### src/rtl/lane_dispatcher.sv
// Dispatches {pos, nucl, matrix} records onto NUM_LANES lanes, round-robin over idle lanes.
// Optional LANE_DISPATCHER_POS_STEER_EN: the record's pos field names the mandatory target lane.
module lane_dispatcher #(
    parameter int unsigned NUM_LANES = 8,
    parameter int unsigned POS_W     = 3,
    parameter int unsigned NUCL_W    = 32,
    parameter int unsigned MAT_W     = 160,
    parameter int unsigned CNT_W     = 16
) (
    input  logic                          clk,
    input  logic                          reset,
    input  logic                          rec_valid,
    input  logic [POS_W+NUCL_W+MAT_W-1:0] rec_data,
    output logic                          rec_ready,
    output logic [NUM_LANES-1:0]          lane_start,
    output logic [NUCL_W-1:0]             disp_nucl,
    output logic [MAT_W-1:0]              disp_matrix,
    output logic [POS_W-1:0]              disp_lane,
    input  logic [NUM_LANES-1:0]          lane_done,
    output logic [NUM_LANES-1:0]          lane_busy,
    input  logic                          flush,
    output logic                          flush_done,
    output logic [CNT_W-1:0]              jobs_issued,
    output logic [CNT_W-1:0]              jobs_done,
    output logic                          err_spurious
);
    typedef enum logic [1:0] {
        RUN        = 2'd0,
        DRAIN      = 2'd1,
        FLUSH_DONE = 2'd2
    } state_e;

    state_e               state_q;
    logic [NUM_LANES-1:0] busy_q;
    logic [NUM_LANES-1:0] start_q;
    logic [NUCL_W-1:0]    nucl_q;
    logic [MAT_W-1:0]     matrix_q;
    logic [POS_W-1:0]     lane_q;
    logic [CNT_W-1:0]     issued_q;
    logic [CNT_W-1:0]     done_cnt_q;
    logic                 flush_done_q;
    logic                 err_q;

    logic [POS_W-1:0]     rec_pos;
    logic [NUCL_W-1:0]    rec_nucl;
    logic [MAT_W-1:0]     rec_matrix;
    logic [POS_W-1:0]     sel;
    logic                 sel_ok;
    logic [NUM_LANES-1:0] sel_oh;
    logic                 accept;
    logic [NUM_LANES-1:0] done_ok;
    logic [NUM_LANES-1:0] busy_clr;
    logic [CNT_W-1:0]     done_inc;

    assign rec_pos    = rec_data[NUCL_W+MAT_W +: POS_W];
    assign rec_nucl   = rec_data[MAT_W +: NUCL_W];
    assign rec_matrix = rec_data[MAT_W-1:0];

`ifdef LANE_DISPATCHER_POS_STEER_EN
    assign sel    = rec_pos;
    assign sel_ok = !busy_q[sel];
`else
    logic [POS_W-1:0] rr_ptr_q;
    logic [POS_W-1:0] idx;
    logic             unused_pos;

    assign unused_pos = ^rec_pos;

    // First idle lane at or above rr_ptr; iterate downward so the nearest one wins.
    always_comb begin
        sel    = rr_ptr_q;
        sel_ok = 1'b0;
        idx    = '0;
        for (int k = int'(NUM_LANES) - 1; k >= 0; k--) begin
            idx = rr_ptr_q + POS_W'(k);
            if (!busy_q[idx]) begin
                sel    = idx;
                sel_ok = 1'b1;
            end
        end
    end
`endif

    assign rec_ready = !reset && (state_q == RUN) && !flush && sel_ok;
    assign accept    = rec_valid && rec_ready;
    assign sel_oh    = NUM_LANES'(1) << sel;
    assign done_ok   = lane_done & busy_q;
    assign busy_clr  = busy_q & ~lane_done;

    always_comb begin
        done_inc = '0;
        for (int i = 0; i < int'(NUM_LANES); i++) begin
            done_inc = done_inc + CNT_W'(done_ok[i]);
        end
    end

    // Lane bookkeeping, dispatch bus and flush FSM.
    always_ff @(posedge clk or posedge reset) begin
        if (reset) begin
            state_q      <= RUN;
            busy_q       <= '0;
            start_q      <= '0;
            nucl_q       <= '0;
            matrix_q     <= '0;
            lane_q       <= '0;
            issued_q     <= '0;
            done_cnt_q   <= '0;
            flush_done_q <= 1'b0;
            err_q        <= 1'b0;
`ifndef LANE_DISPATCHER_POS_STEER_EN
            rr_ptr_q     <= '0;
`endif
        end else begin
            start_q      <= accept ? sel_oh : '0;
            busy_q       <= busy_clr | (accept ? sel_oh : '0);
            done_cnt_q   <= done_cnt_q + done_inc;
            flush_done_q <= 1'b0;
            if (|(lane_done & ~busy_q)) begin
                err_q <= 1'b1;
            end
            if (accept) begin
                nucl_q   <= rec_nucl;
                matrix_q <= rec_matrix;
                lane_q   <= sel;
                issued_q <= issued_q + CNT_W'(1);
`ifndef LANE_DISPATCHER_POS_STEER_EN
                rr_ptr_q <= sel + POS_W'(1);
`endif
            end
            case (state_q)
                RUN: begin
                    if (flush) state_q <= DRAIN;
                end
                DRAIN: begin
                    if (busy_clr == '0) begin
                        state_q      <= FLUSH_DONE;
                        flush_done_q <= 1'b1;
                    end
                end
                FLUSH_DONE: begin
                    state_q <= flush ? DRAIN : RUN;
                end
                default: state_q <= RUN;
            endcase
        end
    end

    assign lane_start   = start_q;
    assign lane_busy    = busy_q;
    assign disp_nucl    = nucl_q;
    assign disp_matrix  = matrix_q;
    assign disp_lane    = lane_q;
    assign jobs_issued  = issued_q;
    assign jobs_done    = done_cnt_q;
    assign flush_done   = flush_done_q;
    assign err_spurious = err_q;

endmodule
### config.mk
export PLATFORM = sky130hd
export DESIGN_NAME = lane_dispatcher
export DESIGN_NICKNAME = d
export VERILOG_FILES = /design/src/rtl/lane_dispatcher.sv
export SDC_FILE = /design/constraint.sdc
export NUM_CORES = 1
export LEC_CHECK = 0
export CAP_MARGIN = 20
export CORE_ASPECT_RATIO = 0.6
export CORE_MARGIN = 2
export CORE_UTILIZATION = 41
export DETAILED_ROUTE_END_ITERATION = 8
export GPL_TIMING_DRIVEN = 0
export HOLD_SLACK_MARGIN = 0.02
export MAX_ROUTING_LAYER = met4
export PLACE_DENSITY = 0.78
export SYNTH_ARGS = -nofsm -noshare
export SYNTH_HDL_FRONTEND = slang
export SYNTH_SLANG_ARGS = --single-unit
### constraint.sdc
create_clock -name clk -period 9.7 [get_ports clk]
set_input_delay 1.94 -clock clk [delete_from_list [all_inputs] [get_ports clk]]
set_output_delay 1.94 -clock clk [all_outputs]
set_load 0.05 [all_outputs]
==> results list, run 1 <==
- The run finished with clean final reports.
- Across the run, the number of max-cap violations was 0.
* Final-layout worst hold slack: 0.472 ns
- Among cell families on the critical path, the largest total delay comes from buffers and inverters.
- Antenna violations before repair: 2
* Total count of hold-check failures in the final report: 0
- Cell count of the worst reg-to-reg path: 13
- The worst setup path is captured at a primary output.
- Drt first pass iters: 4
- The synthesized netlist contains 55 unique library cells.
- The startpoint identified for the worst hold timing path is disp_matrix[30].
- Worst-path cell with the longest stage delay: sky130_fd_sc_hd__clkdlybuf4s50_1
- Count of vias placed by the detailed router: 9633
* Clock tree buffer depth: 3
* Leakage power of the design: 0.00793 uW
- Across every metal layer, demand over resource in global routing totals 0.266.
- Cts bufs inserted: 25
* Worst skew pair latency: 0.52 ns
- The initial utilization of the core area, before any placement, comes to 0.420.
- After clock tree synthesis, the repair step resized 0 gates.
- For this run, the register share of the synthesized area comes to 0.584.
* Sink count of the clock tree: between 200 and 300
* Mapped Area: about 11000 um^2
- Worst-case setup margin in the final layout: 3.44 ns
- Vias per cell: 4.88
- In this run, the number of DRC markers left after iteration 0 of detailed routing was about 670.
- Once placement completed, the tool counted placed cells totaling 1930.
- Post-detailed-placement half-perimeter wirelength: ~28000 um
* Worst reg2reg path startpoint: lane_busy[0]
* Chip width: about 210 um
* Maximum fanout count along the critical path: 3
- WP buf/inv: 2
- Die height: 129 um
- Entering global routing, the biggest net connects 96 pins.
- The min-delay analysis places its worst path in the category register to register.
- Number of synthesized flops with an enable pin: 0
- The first global-routing pass estimated between 50000 and 60000 um of wire.
* CTS tree: done
- In this design, the stage delay of the slowest critical-path cell is 0.82 ns.
- The number of nets handed over by synthesis was 1354.
- Setup violations remaining at the end of the flow were counted as 0.
- The initialized floorplan defines 45 standard-cell rows.
- The library cells used most frequently in the layout, excluding fill and tap cells, are 601 x sky130_fd_sc_hd__nand2_1, 449 x sky130_fd_sc_hd__clkdlybuf4s50_1, 250 x sky130_fd_sc_hd__dfrtp_1, 26 x sky130_fd_sc_hd__xnor2_1, 25 x sky130_fd_sc_hd__clkbuf_16.
- For this run, the number of Yosys warnings is 0.
- RSZ-0062 raised after global routing: false
* Terminating pin of the worst hold path: disp_matrix[30]
- Clock tree synthesis selected as its root buffer the cell sky130_fd_sc_hd__clkbuf_16.
* Final worst path period need: 6.26 ns
- H-tree Lvls: 1
* Final Non-Filler Cells: 1975
* Ratio of final minimum period to clock period: 0.646
- After synthesis, the share of flip-flops with an asynchronous set or reset is 1.00.
- Final core utilization: 0.648
* Number of buffers added to fix hold violations after cts: 0
- Buffers placed on the I/O ports in this run total 449.
- Critical path data arrival time: roughly 4.3 ns
* Clk slew on worst S/H paths: 0.06 ns
- The signal on the critical path passes through clkdlybuf4s50_1 > nor4_1 > o31a_1 > clkdlybuf4s50_1.
- The layout has about 2100 filler cells.
* Placement Setup Slack: between 3 and 4 ns
- Critical Path Start Type: input port
* Area growth from synthesis to final layout: 54.2%
- The worst pin sits at a relative slew slack of 0.341.
- After synthesis, the mean cell area works out to 9.51 um^2.
* Worst supply voltage drop on vdd: 0.245 mV
* Share of cells above drive strength 1: 0.0703
* Power consumption: 6000 uW
- Buffers added to address setup during post-CTS repair amount to 0.
* Post-route antenna net violation count: 0
- The endpoint identified for the worst register-to-register timing path is jobs_done[8].
* Via count of the first global-routing pass: around 9600
- Total wirelength of the detailed-routed design: 35900 um
* Routed length per placed instance: 18.2 um
- The total area inside the core boundary comes to 25500 um^2.
- Worst Hold Depth: 2
* Final GP Congestion: 0.867
- Required @ worst endpoint: about 7.8 ns
- Cell Pwr Density: 363 nW/um^2
- Leaving out fill and tap cells, the most frequent cell in the layout is sky130_fd_sc_hd__nand2_1.
- Fmax: 0.160 GHz
- Crit path kind: input port to primary output
* Die area: between 20000 and 30000 um^2
- Net count, final: 1832
- Worst clock skew on the final layout: 0.0120 ns
- Gr ovfl total: 0
- Setup slack, reg-to-reg: 5.47 ns
* Max Transition Viols Final: 0
- For this run, design rule violations remaining after detail routing come to 0.
* Most used cell, CP: sky130_fd_sc_hd__clkdlybuf4s50_1
- Synthesized instance count: 1127
- Post-synth top flop: sky130_fd_sc_hd__dfrtp_1
- Transition time at the pin with the least slew margin: between 0.9 and 1 ns
- Flip-flop and latch count after synthesis: 250
- During I/O placement, the number of pins put on the boundary was 453.
## power by group
group / switching [uW] / total (uW) / internal [uW] / leakage, uW
registers: 249 / 1720 / 1470 / 0.00317
logic: 2240 / 3310 / 1060 / 0.00435
clock network: 420 / 977 / 556 / 0.000396
## registers in the layout, summed over array words and instances (netlist names), 3 cells and up
signal / flops
jobs_issued: 16
lane_start: 8
disp_nucl: 32
lane_busy: 8
rr_ptr_q: 3
jobs_done: 16
disp_matrix: 160
disp_lane: 3
## final cells by class
| type | instances | area, um^2 | share of cell area |
|---|---|---|---|
| timing repair buffer | 451 | 4550 | 0.275 |
| clock inverter | 12 | 121 | 0.00734 |
| tap | 352 | 440 | 0.0267 |
| sequential | 250 | 6260 | 0.379 |
| clock buffer | 31 | 688 | 0.0416 |
| buffer | 54 | 412 | 0.0249 |
| antenna | 2 | 5.00 | 0.000303 |
| inverter | 21 | 86.3 | 0.00522 |
| multi-input combinational | 802 | 3970 | 0.240 |
## worst register-to-register path, cell delays in order (launching register included)
cell and delay (ns):
sky130_fd_sc_hd__dfrtp_1 0.46, sky130_fd_sc_hd__and2_1 0.19, sky130_fd_sc_hd__fa_1 0.51, sky130_fd_sc_hd__inv_1 0.07
sky130_fd_sc_hd__fa_1 0.53, sky130_fd_sc_hd__inv_1 0.06, sky130_fd_sc_hd__fa_1 0.51, sky130_fd_sc_hd__fa_1 0.50
sky130_fd_sc_hd__fa_1 0.43, sky130_fd_sc_hd__a21oi_1 0.18, sky130_fd_sc_hd__nor2_1 0.05, sky130_fd_sc_hd__nor2_1 0.26
sky130_fd_sc_hd__and3b_1 0.23, sky130_fd_sc_hd__xor2_1 0.14
## logic make-up (layout without fill, tap and decap cells)
logic type      Yosys count  after routing  share of synthesized area
flops                   250            250                      0.584
other cells               0              2                          0
simple gates            679            679                      0.253
compound gates           48             48                     0.0321
xor+xnor                 35             35                     0.0293
fa+ha+maj                20             20                     0.0269
mux                      20             20                     0.0291
buf+inv                  75            569                     0.0458
## how the worst max path moves through the flow
stage,end,slack (ns),start,cells after the start
final,rec_ready,3.44,reset,4
after global routing,rec_ready,3.40,reset,4
after CTS,rec_ready,3.49,reset,4
after detailed placement,rec_ready,3.48,reset,4
after global placement,disp_matrix[154],-2.40,reset,2
after floorplan,disp_lane[0],0.89,reset,1
## routing by layer
| metal | share of wire | up-vias | GRT usage |
|---|---|---|---|
| li1 | - | 4501 | - |
| met1 | 0.42 | 4673 | 0.335 |
| met2 | 0.46 | 388 | 0.410 |
| met3 | 0.088 | 71 | 0.0826 |
| met4 | 0.034 | 0 | 0.0889 |
| met5 | 0 | - | - |
## cell usage after synthesis, types with 8 or more instances
| cell type | number | area share |
|---|---|---|
| sky130_fd_sc_hd__and2_1 | 8 | 0.0047 |
| sky130_fd_sc_hd__and3_1 | 8 | 0.0047 |
| sky130_fd_sc_hd__buf_2 | 22 | 0.010 |
| sky130_fd_sc_hd__buf_6 | 22 | 0.023 |
| sky130_fd_sc_hd__dfrtp_1 | 250 | 0.58 |
| sky130_fd_sc_hd__ha_1 | 15 | 0.018 |
| sky130_fd_sc_hd__inv_1 | 21 | 0.0074 |
| sky130_fd_sc_hd__mux4_2 | 8 | 0.017 |
| sky130_fd_sc_hd__nand2_1 | 601 | 0.21 |
| sky130_fd_sc_hd__nand2b_1 | 9 | 0.0053 |
| sky130_fd_sc_hd__nand3_1 | 9 | 0.0042 |
| sky130_fd_sc_hd__nand4_1 | 13 | 0.0076 |
| sky130_fd_sc_hd__nor2_1 | 16 | 0.0056 |
| sky130_fd_sc_hd__o21ai_0 | 14 | 0.0065 |
| sky130_fd_sc_hd__xnor2_1 | 26 | 0.021 |
| sky130_fd_sc_hd__xor2_1 | 8 | 0.0065 |
## metrics by stage
stage	TNS, ns	instance area, um^2
2_1_floorplan	0	10700
3_3_place_gp	-594.12	15600
3_5_place_dp	0	15700
4_1_cts	0	16500
5_1_grt	0	16500
6_report	0	16500
(Power assumes the default switching activity.)
==> run 2, diff against run 1 <==
clock period = 6.1 ns   (was 9.7 ns; I/O delays follow)
==> results list, run 2 (synthesis results as in run 1) <==
- Status: finished clean (unchanged).
- The vias after detailed routing is 9607 (was 9633).
- Fmax: 0.190 GHz
* Final worst path period need: around 5.3 ns
- H-tree Lvls: 1 (unchanged)
- Number of buffers added to fix hold violations after cts: 0 (unchanged)
- The share of total power consumed by net switching was 0.486 (about the same).
- The remaining antenna violation count after routing was 0 (unchanged).
- Maximum fanout count along the critical path: 10 (was 3)
- The sort of element at the start of the critical path is a register (was input port).
* Rel. slew slack: 0.510 (was 0.341)
* Final Non-Filler Cells: 1981 (was 1975)
* CTS Root Buffer Type: sky130_fd_sc_hd__clkbuf_16 (unchanged)
- Die height: 129 um (unchanged)
- Proportion of power drawn by flip-flops and latches: 0.287 (was 0.286)
- Die area: 27500 um^2 (unchanged)
- The signal arrival time at the worst endpoint is 4.04 ns (was 4.32 ns).
- Total wirelength of the detailed-routed design: 36000 um (was 35900 um)
- The total of cells resized after clock tree synthesis came to 0 (unchanged).
- The number of port buffers came to 449 (unchanged).
* Max Transition Viols Final: 0 (unchanged)
* Ordered cell list for the critical path: buf_2 > buf_4 > inv_1 > ha_1 > clkbuf_2 > mux4_2 > mux2i_1 > nand2b_2 > o31a_1 > clkdlybuf4s50_1 (was clkdlybuf4s50_1 > nor4_1 > o31a_1 > clkdlybuf4s50_1)
* Io pins: 453 (unchanged)
- The commonest non-fill, non-tap cell in the layout was sky130_fd_sc_hd__nand2_1 (unchanged).
- The sum of overflow across all layers after global routing came to 0 (unchanged).
* Worst Hold Depth: 2 (unchanged)
* Required @ worst endpoint: 4.88 ns (was 7.76 ns)
- The clock sink count was 250 (unchanged).
- The number of post-CTS setup repair buffers came to 0 (unchanged).
* Starting Density: 0.420 (unchanged)
- Transition time at the pin with the least slew margin: 0.728 ns (was 0.979 ns)
- RSZ-0062 raised after global routing: false (unchanged).
* Cell count of the worst reg-to-reg path: 13 (unchanged)
- Of the available clock period, the critical path in the final layout requires 0.862.
- Worst skew pair latency: 0.53 ns (was 0.52 ns)
* Worst supply voltage drop on vdd: 0.373 mV (was 0.245 mV)
* Core footprint: 25500 um^2 (unchanged)
- Final GP Congestion: 0.935 (was 0.867)
- Top library cells by usage in the layout, fill and taps aside: 601 x sky130_fd_sc_hd__nand2_1, 449 x sky130_fd_sc_hd__clkdlybuf4s50_1, 250 x sky130_fd_sc_hd__dfrtp_1, 26 x sky130_fd_sc_hd__xnor2_1, 25 x sky130_fd_sc_hd__clkbuf_16 (unchanged)
- The number of global-route vias before repair was 9586 (was 9630).
- The met3 capacity usage during global routing came to 0.0831 (was 0.0826).
- Cts bufs inserted: 24 (was 25)
* Clock network fraction of design power: 0.158 (was 0.163)
* Total count of hold-check failures in the final report: 0 (unchanged)
- The number of setup violations in the final report was 0 (unchanged).
* Drt first pass iters: 5 (was 4)
- Final-layout worst hold slack: 0.470 ns (was 0.472 ns)
- The fraction of final layout cells sized beyond drive strength 1 came to 0.0702 (was 0.0703).
- Net count, final: 1835 (was 1832)
- Met1 usage in global routing: 0.328 (was 0.335)
- The global router's overall resource usage is 0.264 (was 0.266).
- The layer with the highest usage is met2 (unchanged).
- NetSw: 4610 uW (was 2910 uW)
* Cell Pwr Density: 573 nW/um^2 (was 363 nW/um^2)
- The layout overhead on the synthesized area was 54.6% (was 54.2%).
* Max Cap Violations: 0 (unchanged)
- The part of the total power dissipated in combinational logic came to 0.555 (was 0.551).
- Cell total after placement: 1934 (was 1930)
- The worst min-delay path category is register to register (unchanged).
- Longest individual stage delay on the worst path: 0.83 ns (was 0.82 ns)
* Wire length of the first global-routing pass: 53700 um (was 54100 um)
- The met2 usage in global routing was 0.412 (was 0.410).
* Leakage power of the design: 0.00793 uW (about the same)
- Worst clock skew on the final layout: 0.00897 ns (was 0.0120 ns)
- The number of antenna violations at the first check in global routing is 4 (was 2).
- The startpoint-to-endpoint class of the critical path is register to primary output (was input port to primary output).
- The horizontal die dimension was 213 um (unchanged).
- Row count: 45 (unchanged)
- Filler cell count in the final layout: 2049 (was 2082)
- The nature of the critical path endpoint is a primary output (unchanged).
- Post-detailed-placement half-perimeter wirelength: 27800 um (was 27500 um)
- Clk slew on worst S/H paths: 0.07 ns (was 0.06 ns)
- Worst-path cell with the longest stage delay: sky130_fd_sc_hd__clkdlybuf4s50_1 (unchanged)
* DRC viols: 0 (unchanged)
- Initial drt markers: 660 (was 668)
* Clock tree buffer depth: 3 (unchanged)
* Routed length per placed instance: 18.2 um (about the same)
* CTS tree: done (unchanged)
- The average vias per placed instance is 4.85 (was 4.88).
* Pin count of the biggest net entering global routing: 44 (was 96)
- Flip-flop count of the largest register after layout: 160 (unchanged)
- The internal power consumption is 4880 uW (was 3090 uW).
## run 2: changes by cell type in the layout (fill, tap and decap cells not counted), sizes merged
| cell | previous run | this run |
|---|---|---|
| diode | 2 | 4 |
| clkinvlp | 3 | 4 |
| buf | 51 | 55 |
| clkbuf | 36 | 41 |
| inv | 22 | 20 |
| bufinv | 2 | 1 |
| clkinv | 6 | 3 |
## run 2: worst paths after layout
check | from | slack, ns | endpoint
setup reg to reg | lane_busy[0] | 1.89 | jobs_done[8]
setup / recovery | rr_ptr_q[1] | 0.84 | rec_ready
hold reg to reg | disp_matrix[58] | 0.47 | disp_matrix[58]
min in group asynchronous | reset | 1.09 | jobs_done[3]
hold / removal | disp_matrix[58] | 0.47 | disp_matrix[58]
max in group asynchronous | reset | 4.19 | disp_matrix[131]
## run 2: metrics by stage
step	power (uW)	util	TNS, ns	worst slack (ns)	instance area [um^2]
2_1_floorplan	6050	-	0	1.41	10700
3_3_place_gp	7910	0.614	-84.60	-0.356	15700
3_5_place_dp	8010	0.618	0	0.718	15800
4_1_cts	9550	0.649	0	0.854	16600
5_1_grt	9960	0.650	0	0.664	16600
6_report	9490	0.650	0	0.843	16600
## run 2: area by class of cell
| cell class | instances | area, um^2 | share of cell area |
|---|---|---|---|
| antenna | 4 | 10.0 | 0.000604 |
| multi-input combinational | 802 | 3970 | 0.239 |
| inverter | 21 | 82.6 | 0.00498 |
| sequential | 250 | 6260 | 0.378 |
| clock buffer | 36 | 717 | 0.0433 |
| timing repair buffer | 455 | 4610 | 0.279 |
| tap | 352 | 440 | 0.0266 |
| clock inverter | 7 | 67.6 | 0.00408 |
| buffer | 54 | 412 | 0.0248 |
## run 2: per-layer routing
metal | part of all wire | routed length (um) | vias up
li1 | - | - | 4508
met1 | 0.41 | 14800 | 4660
met2 | 0.47 | 17000 | 366
met3 | 0.087 | 3130 | 73
met4 | 0.031 | 1110 | 0
met5 | 0 | 0 | -
## run 2: critical path, delay by kind of cell (launching register included)
family | cells | cell delay [ns]
adders and majority gates | 1 | 0.26
and+or+nand+nor | 1 | 0.31
buffers and inverters | 5 | 1.49
DFF | 1 | 0.34
muxes | 2 | 0.98
AOI/OAI and AO/OA | 1 | 0.14
## run 2: power groups by stage
stage	Sequential (uW)	Combinational (uW)	Clock (uW)
2_1_floorplan	5040	1010	0
5_1_grt	2810	5550	1610
6_report	2730	5270	1500
3_3_place_gp	2710	5200	0
4_1_cts	2730	5290	1530
3_5_place_dp	2750	5260	0
